==> config.mk <==
export PLATFORM = sky130hd
export DESIGN_NAME = master_address_transmitter_flat
export DESIGN_NICKNAME = d
export VERILOG_FILES = /design/src/rtl/master_address_transmitter_if.sv /design/src/rtl/master_address_transmitter.sv /design/src/flat_wrapper.sv
export SDC_FILE = /design/constraint.sdc
export NUM_CORES = 1
export LEC_CHECK = 0
export CAP_MARGIN = 10
export CORE_MARGIN = 10
export CORE_UTILIZATION = 45
export CTS_CLUSTER_DIAMETER = 60
export CTS_CLUSTER_SIZE = 40
export DETAILED_ROUTE_END_ITERATION = 16
export HOLD_SLACK_MARGIN = 0.1
export PLACE_DENSITY = 0.83
export REMOVE_ABC_BUFFERS = 1
export SLEW_MARGIN = 20
export SYNTH_ARGS = -nofsm -noshare
export SYNTH_HDL_FRONTEND = slang
export SYNTH_SLANG_ARGS = --single-unit
==> constraint.sdc <==
create_clock -name FPGA_clk -period 2.2 [get_ports FPGA_clk]
set_input_delay 0.33 -clock FPGA_clk [delete_from_list [all_inputs] [get_ports FPGA_clk]]
set_output_delay 0.33 -clock FPGA_clk [all_outputs]
set_load 0.01 [all_outputs]
==> src/rtl/master_address_transmitter_if.sv <==
// Bus bundle between the I2C master controller and the address transmitter.
// The slave modport is the transmitter's view; master is the controller's view.
interface master_address_transmitter_if;
  logic       enable;
  logic [6:0] I2C_addr;
  logic       rw;
  logic       SCL;
  logic       SCL_prev;
  logic       SDA;
  logic       sda_drive_low;
  logic       busy;
  logic       done;
  logic       ack;
  logic       arb_lost;
  logic [3:0] bit_count;

  modport master (
    output enable, I2C_addr, rw, SCL, SCL_prev, SDA,
    input  sda_drive_low, busy, done, ack, arb_lost, bit_count
  );

  modport slave (
    input  enable, I2C_addr, rw, SCL, SCL_prev, SDA,
    output sda_drive_low, busy, done, ack, arb_lost, bit_count
  );
endinterface

==> src/rtl/master_address_transmitter.sv <==
// I2C master address phase: shifts {addr, rw} out MSB first as open-drain
// pull-low requests, samples the slave ACK, and flags multi-master arbitration loss.
module master_address_transmitter #(
  parameter bit ARB_CHECK_EN = 1'b1
) (
  input  logic                          FPGA_clk,
  input  logic                          rst,
  master_address_transmitter_if.slave   bus
);

  typedef enum logic [1:0] {IDLE, SHIFT, ACK, DONE} state_t;

  state_t     state, state_n;
  logic [7:0] shreg, shreg_n;
  logic       sda_q, sda_n;
  logic       busy_q, busy_n;
  logic       done_q, done_n;
  logic       ack_q, ack_n;
  logic       arb_q, arb_n;
  logic [3:0] cnt_q, cnt_n;
  logic       rise, fall;

  assign rise = bus.SCL & ~bus.SCL_prev;
  assign fall = ~bus.SCL & bus.SCL_prev;

  always_ff @(posedge FPGA_clk) begin
    // NOTE: non-blocking assignments keep every register sampling pre-edge values.
    if (rst) begin
      state  <= IDLE;
      sda_q  <= 1'b0;
      busy_q <= 1'b0;
      done_q <= 1'b0;
      ack_q  <= 1'b0;
      arb_q  <= 1'b0;
      cnt_q  <= 4'd0;
    end else begin
      state  <= state_n;
      sda_q  <= sda_n;
      busy_q <= busy_n;
      done_q <= done_n;
      ack_q  <= ack_n;
      arb_q  <= arb_n;
      cnt_q  <= cnt_n;
    end
  end

  // NOTE: the shift register is left out of reset; it is reloaded on every accepted enable.
  always_ff @(posedge FPGA_clk) begin
    shreg <= shreg_n;
  end

  always_comb begin
    // NOTE: every output of this block gets a default first, so no latches are inferred.
    state_n = state;
    shreg_n = shreg;
    sda_n   = sda_q;
    busy_n  = busy_q;
    done_n  = 1'b0;
    ack_n   = ack_q;
    arb_n   = arb_q;
    cnt_n   = cnt_q;

    case (state)
      IDLE: begin
        // SCL edges coinciding with enable are deliberately ignored.
        if (bus.enable) begin
          shreg_n = {bus.I2C_addr, bus.rw};
          ack_n   = 1'b0;
          arb_n   = 1'b0;
          cnt_n   = 4'd0;
          busy_n  = 1'b1;
          sda_n   = ~bus.I2C_addr[6];
          state_n = SHIFT;
        end
      end

      SHIFT: begin
        if (rise) begin
          // A released bit read back as low means another master won the bus.
          if (ARB_CHECK_EN && shreg[7] && !bus.SDA) begin
            arb_n   = 1'b1;
            sda_n   = 1'b0;
            busy_n  = 1'b0;
            done_n  = 1'b1;
            state_n = DONE;
          end
        end else if (fall) begin
          cnt_n = cnt_q + 4'd1;
          if (cnt_n < 4'd8) begin
            shreg_n = {shreg[6:0], 1'b0};
            sda_n   = ~shreg[6];
          end else begin
            sda_n   = 1'b0;
            state_n = ACK;
          end
        end
      end

      ACK: begin
        if (rise) begin
          ack_n   = ~bus.SDA;
          busy_n  = 1'b0;
          done_n  = 1'b1;
          state_n = DONE;
        end
      end

      DONE: begin
        state_n = IDLE;
      end

      default: state_n = IDLE;
    endcase
  end

  // done is raised on the transition into DONE so the pulse coincides with that state.
  assign bus.sda_drive_low = sda_q;
  assign bus.busy          = busy_q;
  assign bus.done          = done_q;
  assign bus.ack           = ack_q;
  assign bus.arb_lost      = arb_q;
  assign bus.bit_count     = cnt_q;

endmodule

==> src/flat_wrapper.sv <==
// flat-port wrapper written by rule: the top's interface ports become plain ports
module master_address_transmitter_flat 
#(
  parameter bit ARB_CHECK_EN = 1'b1
)
  (FPGA_clk, rst, bus_enable, bus_I2C_addr, bus_rw, bus_SCL, bus_SCL_prev, bus_SDA, bus_sda_drive_low, bus_busy, bus_done, bus_ack, bus_arb_lost, bus_bit_count);
  master_address_transmitter_if bus_i ();
  input  logic FPGA_clk;
  input  logic rst;
  input wire logic [$bits(bus_i.enable)-1:0] bus_enable;
  input wire logic [$bits(bus_i.I2C_addr)-1:0] bus_I2C_addr;
  input wire logic [$bits(bus_i.rw)-1:0] bus_rw;
  input wire logic [$bits(bus_i.SCL)-1:0] bus_SCL;
  input wire logic [$bits(bus_i.SCL_prev)-1:0] bus_SCL_prev;
  input wire logic [$bits(bus_i.SDA)-1:0] bus_SDA;
  output wire logic [$bits(bus_i.sda_drive_low)-1:0] bus_sda_drive_low;
  output wire logic [$bits(bus_i.busy)-1:0] bus_busy;
  output wire logic [$bits(bus_i.done)-1:0] bus_done;
  output wire logic [$bits(bus_i.ack)-1:0] bus_ack;
  output wire logic [$bits(bus_i.arb_lost)-1:0] bus_arb_lost;
  output wire logic [$bits(bus_i.bit_count)-1:0] bus_bit_count;
  assign bus_i.enable = bus_enable;
  assign bus_i.I2C_addr = bus_I2C_addr;
  assign bus_i.rw = bus_rw;
  assign bus_i.SCL = bus_SCL;
  assign bus_i.SCL_prev = bus_SCL_prev;
  assign bus_i.SDA = bus_SDA;
  assign bus_sda_drive_low = bus_i.sda_drive_low;
  assign bus_busy = bus_i.busy;
  assign bus_done = bus_i.done;
  assign bus_ack = bus_i.ack;
  assign bus_arb_lost = bus_i.arb_lost;
  assign bus_bit_count = bus_i.bit_count;
  master_address_transmitter #(.ARB_CHECK_EN(ARB_CHECK_EN)) u_core (.FPGA_clk(FPGA_clk), .rst(rst), .bus(bus_i));
endmodule
## Yosys cells after proc, flatten, opt, wreduce, memory -nomap -nowiden

Cells that the tools add are included.

- Input port bits: 14
- Flip-flop bits (word level): 19
- Logic and storage cells: 79

- Magnitude comparators: 1
- Multiplexer cells: 36
- Bitwise logic cells: 7
- Eq/ne operators: 13
- Reduce and logical (&&, ||, !) cells: 13
- Add/sub/neg operators: 1

Operators with widths:

| kind | number |
|---|---|
| $mux 8 | 4 |
| $pmux 8 s2 | 1 |
| $mux 1 | 15 |
| $reduce_and 5->1 | 3 |
| $mux 2 | 6 |
| $mux 4 | 3 |
| $reduce_and 4->1 | 3 |
| $ne 2x1->1 const B | 5 |
| $pmux 1 s2 | 4 |
| $pmux 2 s4 | 1 |
| $pmux 4 s2 | 1 |
| $not 1->1 | 5 |
| $add 4x1->4 const B | 1 |
| $eq 2x2->1 const B | 2 |
| $lt 4x4->1 const B | 1 |
| $ne 2x2->1 const B | 2 |
| $reduce_bool 2->1 | 2 |
| $ne 3x1->1 const B | 1 |
| $ne 3x2->1 const B | 1 |
| $ne 3x3->1 const B | 1 |
| $pmux 1 s3 | 1 |
| $reduce_and 3->1 | 1 |
| $reduce_bool 3->1 | 1 |
| $and 1x1->1 | 2 |
| other kinds (4) | 4 |

## Longest topological paths before layout

- Word-level depth: 6
- Mapped depth: 7
- Depth with buffers taken out: 6

## Least setup slack after synthesis

Ideal clock, no wire load.

- Path kind: register to register
- Start: register u_core.state[0]
- End: register u_core.shreg[0] (enable)
- Data required time: 1.825 ns
- Arrival: 1.449 ns
- Cell stages (with the launch flop): 6
- Library setup time: 0.375 ns
- Setup slack: 0.375 ns
- Cells stage by stage: dfxtp_1 inv_1 ha_1 mux2i_1 buf_2 a21oi_1

- Longest elaborated chain between the ends: 3
- Elaborated cells on any way between the ends: 8
- Those cells by class: 5 x eq/ne; 3 x reduce/logical

RTL lines:

| item | RTL line | source |
|---|---|---|
| start, declared | master_address_transmitter.sv:13 | `state_t state, state_n;` |
| start signal, assigned | master_address_transmitter.sv:37 | `state <= state_n;` |
| $eq 2x1->1 or $logic_not 2->1 (tied branches) | master_address_transmitter.sv:63 | `case (state)` |
| $ne 2x2->1 (no line) (tied with other cells) | -- |  |
| $reduce_and 5->1 (no line) (*) | -- |  |
| end signal, assigned | master_address_transmitter.sv:49 | `shreg <= shreg_n;` |
| end, declared | master_address_transmitter.sv:14 | `logic [7:0] shreg, shreg_n;` |

Every way passes the cells marked *; elsewhere a longest branch is shown, timed or not.
A chain may end at the register's enable or synchronous reset.

## Worst setup path in the final report

- Start: register u_core.state[0]
- End: register u_core.cnt_q[0], in the netlist u_core.bus.bit_count[0]

- Longest elaborated chain between the ends: 3
- Elaborated cells on any way between the ends: 8
- Those cells by class: 4 x eq/ne; 1 x mux; 3 x reduce/logical

RTL lines:

| item | RTL line | source |
|---|---|---|
| $eq 2x1->1 or $logic_not 2->1 (tied branches) | master_address_transmitter.sv:63 |  |
| $ne 2x2->1 (no line) (tied with other cells) | -- |  |
| $reduce_and 4->1 (no line) | -- |  |
| end signal, assigned | master_address_transmitter.sv:43 | `cnt_q <= cnt_n;` |
| end, declared | master_address_transmitter.sv:20 | `logic [3:0] cnt_q, cnt_n;` |

Several ways; a longest one is shown, not always the timed one.

==> flow_summary.yaml <==
status:
  outcome: "finished, final reports clean"
grt:
  grt_pass1_wl_mm: 3.753
  grt.overflow.total: 0
  grt_pass1_vias: 856
  antenna_found_initial: 0
  grt_start_max_net_pins: 22
  grt_use_total_pct: 10.33
synth:
  post_synth_num_cell_types: 31
  synth_area_per_cell_um2: 10.43
  ys_ff_latch: 19
  synth.area.top_cells: "edfxtp_1, dfxtp_1, mux2_2"
  synth_top_area_share_pct: 23.27
  ys.warnings.count: 0
  ys_seq_area_share_pct: 44.61
  syn-instance-count: 99
  synth.largest_area_cell: "edfxtp_1"
  synth_area_um2: 1032
placed_design:
  post-place-ws_ps: 223.6
  gp_congestion: 0.7697
  port_buffers: 22
  hpwlAfterDp_mm: 1.722
  placed_area_um2: 1289
drt:
  drc: 0
  num_vias: 802
  drtAntennaViolNets: 0
  drt-total-wl_mm: 2.202
  drt_pre_antenna_iters: 4
  detail_route.wl_per_cell_um: 14.58
  drt_iter0_markers: 59
  vias_per_cell: 5.311
clock_network:
  clock-sinks: 19
  clk_path_buf_depth: 2
  numCtsBuffers: 3
  cts-root-buf: "clkbuf_4"
  ctsResizeCount: 0
  postCtsSetupRepairBufs: 0
  clk_pin_slew_ps: 110
  clk_latency_ps: 300
  cts_hold_buf: 0
  ctsHtreeMaxLevel: 1
  cts_tree: "yes"
finish:
  areaGrowthSynthToFinish_pct: 27.51
  final_cell_mix: "clkdlybuf4s50_1, dfxtp_1, mux2_2, edfxtp_1, nor2_1"
  mostFrequentLayoutCell: "clkdlybuf4s50_1"
  design_area_um2: 1316
  nets: 144
  num_antenna_cells: 0
  drive_gt1_share_pct: 13.82
  fin_util_pct: 60.08
worst_setup_path:
  critical_path_class: "reg -> reg"
  crit_path_end_kind: "flip-flop"
  cp.required_ps: 2400
  critPathArrivalTime_ps: 2030
  worst_setup_path_start_kind: "flip-flop"
  cp_max_fo: 6
floorplanning:
  rows: 17
  die-area_um2: 4610
  ios: 23
  start_util_pct: 47.12
  die_h_um: 67.90
  die_w_um: 67.90
  core-area_um2: 2191
sta:
  fmax_mhz: 545.3
  fin_crit_sh_pct: 83.36
  relSlewSlack_pct: 64.21
  final-setup-viol-count: 0
  worst_pin_slew_ps: 521.9
  grt_setup_unrepaired: "no"
  drv_slew: 0
  period_needed_ps: 1834
  hold_violations: 0
  holdWs_ps: 490.1
  finalWorstSetupSlack_ps: 366.1
  skew_ps: 2.390
pwr:
  ir_drop_mv: 0.6333
  clock_power_share_pct: 14.2
  swShare_pct: 34.35
  p_int_w: 0.0008356
  switchingPower_w: 0.0004373
  power_w: 0.001273
  p_per_area_nw_per_um2: 967.1
  p_seq_share_pct: 42.2
  p_comb_share_pct: 43.6
  p_leak_nw: 0.4827
worst_hold_path:
  hp-class: "reg -> reg"
flow_run:
  drv_cap: 0
[cell usage after synthesis (all sizes together)]
cell / instances
edfxtp: 8
nor3: 4
o21ai: 5
a22o: 1
buf: 2
nor2: 7
o22ai: 1
and3: 1
mux2i: 3
dfxtp: 11
nor3b: 1
a211oi: 2
a31oi: 2
a21oi: 5
a22oi: 1
nand4b: 1
xor2: 1
nand2b: 7
nand2: 2
nor2b: 2
o21a: 2
inv: 4
nand4bb: 1
nand3: 1
a311oi: 1
clkbuf: 3
nand3b: 5
ha: 6
mux2: 8
o21bai: 1
[metrics by stage]
stage,cells,TNS [ps]
floorplan,94,-69.46
global placement,147,0
detailed placement,147,0
CTS,151,0
global route,151,0
finish,151,0
[layout make-up]
cell class,instances,area (um2)
Clock buffer,3,22.52
Tap cell,28,35.03
Clock inverter,1,5.005
Timing Repair Buffer,25,242.7
Inverter,4,15.01
Fill cell,189,874.6
Sequential cell,19,460.4
Multi-Input combinational cell,71,535.5
[per-layer routing]
layer / share of wire, % / track usage (%) / wire length [um]
met2: 50 / 18.66 / 1102
met5: 0 / 0 / 0
met4: 0 / 3.015 / 0
met3: 5.4 / 3.589 / 118
met1: 45 / 11.13 / 981
[worst max-delay path, cell delays in order, from the launching register on]
cell and delay (ps):
dfxtp_1 450, inv_1 110, ha_1 250, mux2i_1 440, buf_4 240, nor3_1 50, a21oi_1 110, o21ai_0 80
[state kept, by name, summed over array words and instances, names as in the netlist]
register,flops
u_core.bus.arb_lost,1
u_core.state,2
u_core.bus.sda_drive_low,1
u_core.shreg,8
u_core.bus.ack,1
u_core.bus.busy,1
u_core.bus.bit_count,4
u_core.bus.done,1
[cells by family (layout without fill, tap and decap cells)]
logic type | after synthesis | in the layout | share of synthesized area (%)
simple gates | 32 | 32 | 18.79
mux | 11 | 11 | 11.64
compound gates | 21 | 21 | 13.33
fa+ha+maj | 6 | 6 | 7.273
buf+inv | 9 | 33 | 3.515
flops | 19 | 19 | 44.61
xor+xnor | 1 | 1 | 0.8486
[power by group through the flow]
stage | logic (W) | clock network (W) | registers [W]
after floorplan | 0.000370 | 0 | 0.000542
after global placement | 0.000540 | 0 | 0.000545
after detailed placement | 0.000560 | 0 | 0.000547
after CTS | 0.000563 | 0.000186 | 0.000538
after global routing | 0.000617 | 0.000203 | 0.000551
final | 0.000555 | 0.000180 | 0.000537
[final timing paths]
kind / from / endpoint / slack [ps] / cells after the start
worst max-delay path: u_core.state[0] / u_core.bus.bit_count[0] / 370 / 7
worst min-delay path: u_core.bus.ack / u_core.bus.ack / 490 / 2
worst max register to register: u_core.state[0] / u_core.bus.bit_count[0] / 370 / 7
worst min register to register: u_core.bus.ack / u_core.bus.ack / 490 / 2
(Power assumes the default switching activity.)
